--- config.mk ---
export PLATFORM = sky130hd
export DESIGN_NAME = ex_muldiv
export DESIGN_NICKNAME = d
export VERILOG_FILES = /design/src/rtl/muldiv_pkg.sv /design/src/rtl/ex_muldiv_div_core.sv /design/src/rtl/ex_muldiv.sv
export SDC_FILE = /design/constraint.sdc
export NUM_CORES = 1
export LEC_CHECK = 0
export CAP_MARGIN = 20
export CORE_ASPECT_RATIO = 0.5
export CORE_MARGIN = 5
export CORE_UTILIZATION = 50
export CTS_BUF_LIST = sky130_fd_sc_hd__clkbuf_4 sky130_fd_sc_hd__clkbuf_8
export DETAILED_ROUTE_END_ITERATION = 7
export GPL_ROUTABILITY_DRIVEN = 0
export GPL_TIMING_DRIVEN = 0
export PLACE_DENSITY = 0.76
export SYNTH_ARGS = -nofsm -noshare
export SYNTH_HDL_FRONTEND = slang
export SYNTH_SLANG_ARGS = --single-unit
--- constraint.sdc ---
create_clock -name clk -period 4.85 [get_ports clk]
set_input_delay 0.97 -clock clk [delete_from_list [all_inputs] [get_ports clk]]
set_output_delay 0.97 -clock clk [all_outputs]
set_load 0.02 [all_outputs]
--- src/rtl/muldiv_pkg.sv ---
// Shared types, constants and op-classification helpers for the EX-stage
// multiply/divide unit.
package muldiv_pkg;

    localparam int XLEN = 32;
    localparam logic [4:0]      ITER_LAST    = 5'd31;
    localparam logic [XLEN-1:0] DIV0_QUOT    = 32'hFFFF_FFFF;
    localparam logic [XLEN-1:0] OVF_DIVIDEND = 32'h8000_0000;

    typedef enum logic [1:0] {
        IDLE = 2'd0,
        MUL  = 2'd1,
        DIV  = 2'd2,
        DONE = 2'd3
    } md_state_e;

    typedef enum logic [2:0] {
        OP_MUL    = 3'd0,
        OP_MULH   = 3'd1,
        OP_MULHSU = 3'd2,
        OP_MULHU  = 3'd3,
        OP_DIV    = 3'd4,
        OP_DIVU   = 3'd5,
        OP_REM    = 3'd6,
        OP_REMU   = 3'd7
    } md_op_e;

    function automatic logic is_div(input md_op_e op);
        return (op == OP_DIV) || (op == OP_DIVU) || (op == OP_REM) || (op == OP_REMU);
    endfunction

    function automatic logic is_signed_a(input md_op_e op);
        return (op == OP_MUL) || (op == OP_MULH) || (op == OP_MULHSU) ||
               (op == OP_DIV) || (op == OP_REM);
    endfunction

    function automatic logic is_signed_b(input md_op_e op);
        return (op == OP_MUL) || (op == OP_MULH) || (op == OP_DIV) || (op == OP_REM);
    endfunction

endpackage

--- src/rtl/ex_muldiv_div_core.sv ---
// Restoring divider datapath on unsigned magnitudes: one quotient bit per
// enabled cycle; load on the accept edge.
module ex_muldiv_div_core
    import muldiv_pkg::*;
(
    input  logic            clk,
    input  logic            rst_n,
    input  logic            load,
    input  logic            step,
    input  logic [XLEN-1:0] dividend,
    input  logic [XLEN-1:0] divisor,
    output logic [XLEN-1:0] quotient,
    output logic [XLEN-1:0] remainder
);

    logic [XLEN-1:0] quot_q;
    logic [XLEN-1:0] rem_q;
    logic [XLEN-1:0] dvsr_q;
    logic [XLEN:0]   shifted_s;
    logic [XLEN:0]   diff_s;

    // Trial subtraction of the divisor from the shifted partial remainder
    always_comb begin
        shifted_s = {rem_q, quot_q[XLEN-1]};
        diff_s    = shifted_s - {1'b0, dvsr_q};
    end

    // Remainder/quotient registers; a negative trial restores the old value
    always_ff @(posedge clk or negedge rst_n) begin
        if (!rst_n) begin
            quot_q <= 32'd0;
            rem_q  <= 32'd0;
            dvsr_q <= 32'd0;
        end else if (load) begin
            quot_q <= dividend;
            rem_q  <= 32'd0;
            dvsr_q <= divisor;
        end else if (step) begin
            rem_q  <= diff_s[XLEN] ? shifted_s[XLEN-1:0] : diff_s[XLEN-1:0];
            quot_q <= {quot_q[XLEN-2:0], ~diff_s[XLEN]};
        end else begin
            quot_q <= quot_q;
            rem_q  <= rem_q;
            dvsr_q <= dvsr_q;
        end
    end

    assign quotient  = quot_q;
    assign remainder = rem_q;

endmodule

--- src/rtl/ex_muldiv.sv ---
// RV32M multiply/divide unit for the EX stage. Define EX_MULDIV_FAST_MUL_EN to
// replace the 32-cycle shift-add multiplier with a single-cycle multiply.
module ex_muldiv #(
    parameter int XLEN = 32
) (
    input  logic            clk,
    input  logic            rst_n,
    input  logic            start,
    input  logic [2:0]      op,
    input  logic [XLEN-1:0] operand_a,
    input  logic [XLEN-1:0] operand_b,
    input  logic            flush,
    input  logic            ex_advance,
    output logic            stall_req,
    output logic            result_valid,
    output logic [XLEN-1:0] result
);
    import muldiv_pkg::*;

    md_state_e       state_q;
    md_op_e          op_s;
    md_op_e          op_q;
    logic [4:0]      cnt_q;
    logic [63:0]     acc_q;
    logic [63:0]     acc_d;
    logic [63:0]     mcand_q;
    logic [32:0]     mplier_q;
    logic            neg_quot_q;
    logic            neg_rem_q;
    logic            special_q;
    logic [XLEN-1:0] spec_res_q;
    logic            accept_s;
    logic            sa_s;
    logic            sb_s;
    logic [XLEN-1:0] a_abs_s;
    logic [XLEN-1:0] b_abs_s;
    logic            div0_s;
    logic            ovf_s;
    logic            div_load_s;
    logic [XLEN-1:0] quot_s;
    logic [XLEN-1:0] rem_s;
    logic [63:0]     prod_s;
    logic [XLEN-1:0] result_s;
`ifdef EX_MULDIV_FAST_MUL_EN
    logic [63:0]     fast_a_s;
    logic [63:0]     fast_b_s;
    logic [63:0]     fast_prod_s;
`endif

    // Accept decode, operand magnitudes and divide special-case detection
    always_comb begin
        op_s       = md_op_e'(op);
        accept_s   = (state_q == IDLE) && start && !flush;
        sa_s       = is_signed_a(op_s) && operand_a[XLEN-1];
        sb_s       = is_signed_b(op_s) && operand_b[XLEN-1];
        a_abs_s    = sa_s ? (32'd0 - operand_a) : operand_a;
        b_abs_s    = sb_s ? (32'd0 - operand_b) : operand_b;
        div0_s     = (operand_b == 32'd0);
        ovf_s      = is_signed_a(op_s) && (operand_a == OVF_DIVIDEND) && (operand_b == DIV0_QUOT);
        div_load_s = accept_s && is_div(op_s) && !div0_s && !ovf_s;
        acc_d      = acc_q + (mplier_q[0] ? mcand_q : 64'd0);
    end

`ifdef EX_MULDIV_FAST_MUL_EN
    // 33x33 signed multiply, evaluated modulo 2^64
    always_comb begin
        fast_a_s    = {{31{sa_s}}, sa_s, operand_a};
        fast_b_s    = {{31{sb_s}}, sb_s, operand_b};
        fast_prod_s = fast_a_s * fast_b_s;
    end
`endif

    ex_muldiv_div_core u_div_core (
        .clk       (clk),
        .rst_n     (rst_n),
        .load      (div_load_s),
        .step      (state_q == DIV),
        .dividend  (a_abs_s),
        .divisor   (b_abs_s),
        .quotient  (quot_s),
        .remainder (rem_s)
    );

    // Control FSM with operand latching and the shift-add multiplier
    always_ff @(posedge clk or negedge rst_n) begin
        if (!rst_n) begin
            state_q    <= IDLE;
            op_q       <= OP_MUL;
            cnt_q      <= 5'd0;
            acc_q      <= 64'd0;
            mcand_q    <= 64'd0;
            mplier_q   <= 33'd0;
            neg_quot_q <= 1'b0;
            neg_rem_q  <= 1'b0;
            special_q  <= 1'b0;
            spec_res_q <= 32'd0;
        end else begin
            case (state_q)
                IDLE: begin
                    if (accept_s) begin
                        op_q  <= op_s;
                        cnt_q <= 5'd0;
                        if (is_div(op_s)) begin
                            neg_quot_q <= sa_s ^ sb_s;
                            neg_rem_q  <= sa_s;
                            special_q  <= div0_s || ovf_s;
                            if (div0_s) begin
                                spec_res_q <= (op_s == OP_REM || op_s == OP_REMU) ? operand_a : DIV0_QUOT;
                                state_q    <= DONE;
                            end else if (ovf_s) begin
                                spec_res_q <= (op_s == OP_REM) ? 32'd0 : OVF_DIVIDEND;
                                state_q    <= DONE;
                            end else begin
                                spec_res_q <= 32'd0;
                                state_q    <= DIV;
                            end
                        end else begin
`ifdef EX_MULDIV_FAST_MUL_EN
                            acc_q    <= fast_prod_s;
                            mcand_q  <= 64'd0;
                            mplier_q <= 33'd0;
                            state_q  <= DONE;
`else
                            acc_q    <= 64'd0;
                            mcand_q  <= {{32{sa_s}}, operand_a};
                            mplier_q <= {sb_s, operand_b};
                            state_q  <= MUL;
`endif
                        end
                    end else begin
                        state_q <= IDLE;
                    end
                end
                MUL: begin
                    if (flush) begin
                        state_q <= IDLE;
                    end else begin
                        acc_q    <= acc_d;
                        mcand_q  <= {mcand_q[62:0], 1'b0};
                        mplier_q <= {1'b0, mplier_q[32:1]};
                        cnt_q    <= cnt_q + 5'd1;
                        state_q  <= (cnt_q == ITER_LAST) ? DONE : MUL;
                    end
                end
                DIV: begin
                    if (flush) begin
                        state_q <= IDLE;
                    end else begin
                        cnt_q   <= cnt_q + 5'd1;
                        state_q <= (cnt_q == ITER_LAST) ? DONE : DIV;
                    end
                end
                DONE: begin
                    state_q <= (flush || ex_advance) ? IDLE : DONE;
                end
                default: begin
                    state_q <= IDLE;
                end
            endcase
        end
    end

    // Result select; the leftover multiplier bit is the sign of the 33-bit
    // multiplier, whose weight of -2^32 is applied here
    always_comb begin
        prod_s   = acc_q - (mplier_q[0] ? mcand_q : 64'd0);
        result_s = 32'd0;
        if (state_q == DONE) begin
            case (op_q)
                OP_MUL:                       result_s = prod_s[31:0];
                OP_MULH, OP_MULHSU, OP_MULHU: result_s = prod_s[63:32];
                OP_DIV, OP_DIVU:              result_s = special_q ? spec_res_q :
                                                         (neg_quot_q ? (32'd0 - quot_s) : quot_s);
                OP_REM, OP_REMU:              result_s = special_q ? spec_res_q :
                                                         (neg_rem_q ? (32'd0 - rem_s) : rem_s);
                default:                      result_s = 32'd0;
            endcase
        end else begin
            result_s = 32'd0;
        end
    end

    assign stall_req    = start && !flush && (state_q != DONE);
    assign result_valid = (state_q == DONE);
    assign result       = result_s;

endmodule

==> summary.md, run 1 <==
| Metric | Value |
|---|---|
| Layout cell share with drive strength beyond 1 | `16.2%` |
| Initial DRC Count | `5336` |
| # rows | `59` |
| DIE WIDTH | `335 microns` |
| First-pass detailed-route iteration total | `8` |
| Crit share post-route | `125%` |
| Die span in y | `172 microns` |
| Post-Synthesis Mean Instance Area | `7.88 sq um` |
| Slew margin rel. | `23.1%` |
| Library cells used by synthesis | `92` |
| Register bit total from synthesis | `302` |
| Final min period | `6.07 ns` |
| Final WS setup | `-1.22 ns` |
| Fmax | `165 MHz` |
| # setup viols final | `35` |
| Post-Synthesis Cell Area | `26400 sq um` |
| Clk slew on worst S/H paths | `0.07 ns` |
| Port bufs | `103` |
| Fin Clk Skew | `0.0361 ns` |
| Failing checks | `DRC, setup timing` |
| Gate Count Post-Synth | `3348` |
| ANT nets after route | `0` |
| Die area | `57700 sq um` |
| Clk sink count | `302` |
| DR vias | `29200` |
| # IOs | `106` |
| Status | `finished with violations` |
| Slew @ Worst Pin | `1.15 ns` |
| Hold Crit Class | `primary input to async pin` |
| Clock latency on the worst-skew pair | `0.69 ns` |
| Core Area | `52000 sq um` |
| Ys Warns | `0` |
| Grt total ovfl | `0` |
| CTS H-tree depth | `2` |
| Syn_nets | `3600` |
| Fin nets | `3860` |
| Placed instance count | `4154` |
| Arrival time worst endpoint | `5.10 ns` |
| Crit path kind | `register to output port` |
| Total Neg Setup Slack | `-25.15 ns` |
| TritonCTS Buffers | `50` |
| Initial antenna violation count | `1` |
| RSZ-0062 raised after global routing | `true` |
| Initial Util | `50.7%` |
| Root buf cell | `clkbuf_8` |
| Startpoint types | `register` |
| Vias in the first global route | `26500` |
| Final Util | `62.6%` |
| Max-Cap Viols | `0` |
| Min Hold Slack | `0.266 ns` |
| CP required | `3.88 ns` |
| P&R area growth vs syn | `23.6%` |
| VDD IR-drop max | `0.333 mV` |
| Critical path capture point type | `output port` |
| Largest net degree at the start of global routing | `114` |
| Max Slew Vio Count | `0` |
| Fin. Hold Viols | `0` |
| Static leakage | `0.0143 uW` |
| Vias/cell | `6.73` |
| GRT Total Usage | `32.6%` |
| Total wire length | `106 mm` |
| Sequential element share of the synthesized area | `28.7%` |
| Synth async-reset ratio | `100%` |
| Max FO, Critical Path | `5` |
| Power Density | `564 nW/um^2` |
| Wire per inst | `24.4 microns` |
| Number of synthesized flops with an enable pin | `0` |
| CTS max path bufs | `3` |
| DP Wirelength | `72.4 mm` |
| Antenna cells | `0` |
| First-pass GRT wire length | `150 mm` |
| Top_reg_cell synth | `dfrtp_1` |
| Drt drc | `107` |
| CTS tree | `built` |
| Non-filler cells, final | `4341` |
logic make-up (layout without fill, tap and decap cells):
group,Yosys count,in the layout,synth area share [%]
AOI/OAI and AO/OA,1059,1059,25.7
xor gates and xnor gates,259,259,8.70
adders and majority gates,180,180,8.63
buffers and inverters,388,680,5.72
DFF,302,302,28.7
muxes,116,116,4.44
and+or+nand+nor,1044,1044,18.1
critical path, stage by stage (launching register included):
cell	delay (ns)
dfrtp_2	0.46
clkbuf_8	0.17
buf_4	0.17
nand2_1	0.17
ha_1	0.44
nand4_1	0.34
nor3b_4	0.39
nand3_2	0.20
o21ai_2	0.34
a311oi_4	0.08
o31ai_4	0.13
a31oi_4	0.16
o41ai_4	0.48
a21boi_2	0.15
o32a_1	0.36
o21ai_2	0.20
buf_6	0.15
final timing paths:
kind                                       startpoint                                   end  slack, ns  depth (start not counted)
min reg2reg                spec_res_q[17]$_DFFE_PN0P_            spec_res_q[17]$_DFFE_PN0P_       0.48                          2
max in group asynchronous                       rst_n               mcand_q[43]$_DFFE_PN0P_       3.05                          3
min                                             rst_n  u_div_core.remainder[17]$_DFFE_PN0P_       0.27                          1
min in group clk           spec_res_q[17]$_DFFE_PN0P_            spec_res_q[17]$_DFFE_PN0P_       0.48                          2
max reg2reg                   mplier_q[0]$_DFFE_PN0P_                 acc_q[62]$_DFFE_PN0P_      -0.06                         22
max                           mplier_q[0]$_DFFE_PN0P_                            result[30]      -1.22                         16
power breakdown:
| group | switching [uW] | total [uW] | leakage, uW | internal (uW) |
|---|---|---|---|---|
| Sequential | 883 | 4040 | 0.00392 | 3150 |
| Combinational | 7060 | 11900 | 0.00985 | 4840 |
| Clock | 1210 | 2440 | 0.000536 | 1230 |
layout make-up:
class | count | area (sq um)
Fill cell | 4165 | 19400
Multi-Input combinational cell | 2658 | 19300
Sequential cell | 302 | 7560
Timing Repair Buffer | 224 | 2160
Buffer | 185 | 982
Clock buffer | 74 | 925
Tap cell | 701 | 877
Inverter | 187 | 717
Clock inverter | 10 | 87.6
cells in the mapped netlist (all sizes together), types with 21 or more instances:
cell	number	area (sq um)
a31oi	26	178
o31ai	91	693
nand3	39	195
o21bai	45	338
xnor2	178	1580
buf	48	231
a21o	53	398
or3	21	136
nand2b	31	194
dfrtp	302	7560
nor2	231	870
mux2i	108	1080
xor2	81	717
nor4	36	240
inv	184	691
o41ai	21	225
a211oi	59	458
o21ai	315	1580
nor3	47	240
ha	177	2210
nor2b	47	294
a21oi	269	1350
clkbuf	153	574
nand2	470	1760
nand4	48	307
a221o	36	360
per-stage QoR:
step	cell area (sq um)	worst slack, ns	power (uW)
2_1_floorplan	26400	0.0563	9970
3_3_place_gp	28300	-10.62	12200
3_5_place_dp	28300	-2.08	12400
4_1_cts	31400	-0.644	16400
5_1_grt	32600	-1.03	19100
6_report	32600	-1.22	18400
repair_timing:
action	CTS	global route
hold buffers	0	0
pin swaps	95	89
resized for setup	479	198
setup buffers	67	51
gates cloned	2	0
endpoints found under the setup margin	53	42
registers in the layout, indices dropped and copies added, names as in the netlist:
| name | count |
|---|---|
| acc_q | 64 |
| mcand_q | 64 |
| mplier_q | 33 |
| spec_res_q | 32 |
| u_div_core.dvsr_q | 32 |
| u_div_core.quotient | 32 |
| u_div_core.remainder | 32 |
| cnt_q | 5 |
| op_q | 3 |
| state_q | 2 |
| neg_quot_q | 1 |
| neg_rem_q | 1 |
| special_q | 1 |
routing by layer:
| metal | vias up | GRT usage, % | part of all wire [%] |
|---|---|---|---|
| met2 | 2378 | 49.7 | 41 |
| met1 | 13500 | 42.7 | 37 |
| met5 | - | 0 | 0.13 |
| li1 | 12500 | - | - |
| met4 | 4 | 19.1 | 8.8 |
| met3 | 824 | 7.57 | 13 |
layout by cell type, fill, tap and decap left out, types with 79 or more instances in the layout:
| master | netlist | final |
|---|---|---|
| ha_1 | 177 | 137 |
| buf_4 | 5 | 120 |
| nand2_1 | 470 | 431 |
| nor2_1 | 230 | 221 |
| clkbuf_1 | 153 | 123 |
| mux2i_1 | 108 | 108 |
| xnor2_1 | 177 | 162 |
| a21oi_1 | 268 | 233 |
| dfrtp_1 | 302 | 301 |
| inv_1 | 182 | 173 |
| xor2_1 | 80 | 79 |
| o21ai_0 | 291 | 269 |
| o31ai_1 | 89 | 86 |
No activity file was read; power rests on OpenSTA's default activity.
==> run 2: changes to the inputs <==
--- a/config.mk
+++ b/config.mk
@@ -14,6 +14,7 @@
 export GPL_ROUTABILITY_DRIVEN = 0
 export GPL_TIMING_DRIVEN = 0
 export PLACE_DENSITY = 0.76
+export SETUP_SLACK_MARGIN = 0.5
 export SYNTH_ARGS = -nofsm -noshare
 export SYNTH_HDL_FRONTEND = slang
 export SYNTH_SLANG_ARGS = --single-unit
==> run 2 against run 1 <==
The run still ends with DRC, setup timing left. Global-route usage down 0.33 points. Non-clock buffer count shrank 24. Power down 2.2%. Die area is the same. Sequential cell count is the same. First-iteration DRC count is 20% lower. Fmax is 6.8% higher. Register-to-register slack gained 0.51 ns. Sequential power barely moved. Via count decreased by 1.9%.
==> summary.md, run 2 (synthesized netlist as in run 1, its figures left out) <==
| Metric | Value |
|---|---|
| Core Area | `52000 sq um (unchanged)` |
| Initial Util | `50.7% (unchanged)` |
| Grt total ovfl | `0 (unchanged)` |
| Total Neg Setup Slack | `-19.07 ns (+6.08 ns)` |
| Port bufs | `103 (unchanged)` |
| CTS max path bufs | `3 (unchanged)` |
| PnR Total Power | `18000 uW (-2.2%)` |
| DP Wirelength | `72.5 mm (+0.20%)` |
| Int Pwr | `9180 uW (-0.49%)` |
| Worst path cell trace | `clkbuf_16 > buf_4 > clkbuf_16 > nand2_8 > ha_4 > buf_8 > buf_4 > nand4_1 > nor2_4 > nand3_2 > o21ai_1 > a311oi_2 > o31ai_4 > a31oi_4 > o41ai_2 > buf_4 > buf_12 > xnor2_2 > nand2_2 > a31oi_4 > buf_6` |
| Antenna cells | `0 (unchanged)` |
| First-pass detailed-route iteration total | `8 (unchanged)` |
| DR vias | `28600 (-1.9%)` |
| Final Util | `62.1% (-0.59 points)` |
| # rows | `59 (unchanged)` |
| CP required | `3.88 ns (about the same)` |
| Max FO, Critical Path | `7 (+2)` |
| Initial DRC Count | `4294 (-20%)` |
| Cts hold-fix bufs | `0 (unchanged)` |
| Fin. Hold Viols | `0 (unchanged)` |
| Wire length on met1 | `38.7 mm (-1.6%)` |
| Die area | `57700 sq um (unchanged)` |
| CTS H-tree depth | `2 (unchanged)` |
| Top cell by count, worst path | `buf_4` |
| DIE WIDTH | `335 microns (unchanged)` |
| Clk sink count | `302 (unchanged)` |
| Placed instance count | `4154 (unchanged)` |
| Clk slew on worst S/H paths | `0.08 ns (about the same)` |
| Non-filler cells, final | `4318 (-0.53%)` |
| Crit path from | `mplier_q[0]$_DFFE_PN0P_` |
| Reg2reg start | `mplier_q[0]$_DFFE_PN0P_` |
| # IOs | `106 (unchanged)` |
| Max-Cap Viols | `0 (unchanged)` |
| Routed length on met2 | `42.2 mm (-2.3%)` |
| Clock latency on the worst-skew pair | `0.68 ns (about the same)` |
| Static leakage | `0.0142 uW (-0.79%)` |
| Fmax | `176 MHz (+6.8%)` |
| Final min period | `5.68 ns (-0.387 ns)` |
| # setup viols final | `32 (-8.6%)` |
| DR top layer | `met4` |
| Startpoint types | `register` |
| Critical path capture point type | `output port` |
| Root buf cell | `clkbuf_8` |
| CTS tree | `built` |
| VDD IR-drop max | `0.306 mV (-8.3%)` |
| Leading cell type in the layout, fill and taps excluded | `nand2_1` |
| WL met3 | `12.4 mm (-11%)` |
| ANT nets after route | `0 (unchanged)` |
| Power Density | `557 nW/um^2 (-1.3%)` |
| Wire per inst | `23.5 microns (-3.7%)` |
| Crit path kind | `register to output port` |
| Hold Crit Class | `primary input to async pin` |
| Vias/cell | `6.63 (-1.4%)` |
| Arrival time worst endpoint | `4.71 ns (-0.39 ns)` |
| Fin nets | `3834 (-0.67%)` |
| Layout cell share with drive strength beyond 1 | `15.3% (-0.86 points)` |
| Clock share of power | `15.3% (+2.0 points)` |
| Crit path buf inv count | `8 (+5)` |
| Sw Ratio | `48.9% (-0.89 points)` |
| Fin Clk Skew | `0.0365 ns (+0.000405 ns)` |
| Crit share post-route | `117% (-8.0 points)` |
| Die span in y | `172 microns (unchanged)` |
| P&R area growth vs syn | `22.5%` |
| Comb pwr share | `62.3% (-2.5 points)` |
| TritonCTS Buffers | `48 (-4.0%)` |
| Worst path top cell family by delay | `buffers and inverters` |
| Worst path max stage delay | `0.39 ns (-0.09 ns)` |
| Commonest cells after routing, fill and taps aside | `nand2_1, dfrtp_1, o21ai_0` |
| Slew @ Worst Pin | `1.20 ns (+0.0497 ns)` |
| Sequential Power Share | `22.4% (+0.4 points)` |
| Slew margin rel. | `19.8% (-3.3 points)` |
| P_sw | `8790 uW (-4.0%)` |
| RSZ-0062 raised after global routing | `true` |
| Failing checks | `DRC, setup timing` |
| Total wire length | `101 mm (-4.2%)` |
| CP max stage cell | `dfrtp_1` |
| First-pass GRT wire length | `148 mm (-1.1%)` |
| Largest net degree at the start of global routing | `118 (+3.5%)` |
| Max Slew Vio Count | `0 (unchanged)` |
| GRT Total Usage | `32.2% (-0.33 points)` |
| Status | `finished with violations` |
| Place WS | `-1.26 ns (+0.820 ns)` |
| Final WS setup | `-0.830 ns (+0.387 ns)` |
| Fillers | `4167 (+0.048%)` |
| Drt drc | `6 (-94%)` |
| Vias in the first global route | `26500 (-0.17%)` |
| Biggest regs | `acc_q (64), mcand_q (64), mplier_q (33)` |
| Initial antenna violation count | `1 (unchanged)` |
-- run 2: changes by cell type in the layout (fill, tap and decap cells not counted), sizes merged --
cell,delta
buf,-43
clkbuf,+15
bufinv,+7
inv,-3
bufbuf,-1
clkdlybuf4s15,+1
clkinv,+1
-- run 2: cell type report --
type	count	area [sq um]	share of cell area, %
Clock buffer	70	882	2.73
Timing Repair Buffer	184	1750	5.41
Buffer	201	1070	3.31
Sequential cell	302	7560	23.4
Tap cell	701	877	2.72
Inverter	187	719	2.23
Multi-Input combinational cell	2658	19200	59.4
Clock inverter	15	272	0.841
-- run 2: layer usage --
metal  global-route usage (%)  vias up
met5                        0        -
met4                     19.1        0
met3                     7.65      680
met2                     48.8     2123
met1                     42.4    13500
li1                         -    12400
-- run 2: per-stage QoR --
stage,hold WS (ns),instance area (sq um)
2_1_floorplan,0.437,26500
3_3_place_gp,0.461,28400
3_5_place_dp,0.464,28500
4_1_cts,0.357,30900
5_1_grt,0.385,32300
6_report,0.330,32300
-- run 2: power by group through the flow --
stage,Clock [uW],Combinational (uW),Sequential [uW]
4_1_cts,2760,9580,3950
3_3_place_gp,0,8380,3940
3_5_place_dp,0,8560,3970
5_1_grt,2890,11800,4100
6_report,2750,11200,4020
2_1_floorplan,0,6360,3690
-- run 2: repair_timing --
action | CTS | global route
pin swaps | 65 | 104
hold endpoints to repair | 0 | 0
setup buffers | 30 | 47
resized for setup | 371 | 245
cloned | 1 | 1
setup endpoints to repair | 55 | 125
-- run 2: worst paths after layout --
path	end	slack [ns]	cells past startpoint
setup / recovery	result[22]	-0.83	21
hold / removal	u_div_core.remainder[16]$_DFFE_PN0P_	0.33	1
setup reg to reg	acc_q[62]$_DFFE_PN0P_	0.45	19
hold reg to reg	spec_res_q[16]$_DFFE_PN0P_	0.48	2
max in group asynchronous	acc_q[41]$_DFFE_PN0P_	3.37	2
min in group clk	spec_res_q[16]$_DFFE_PN0P_	0.48	2
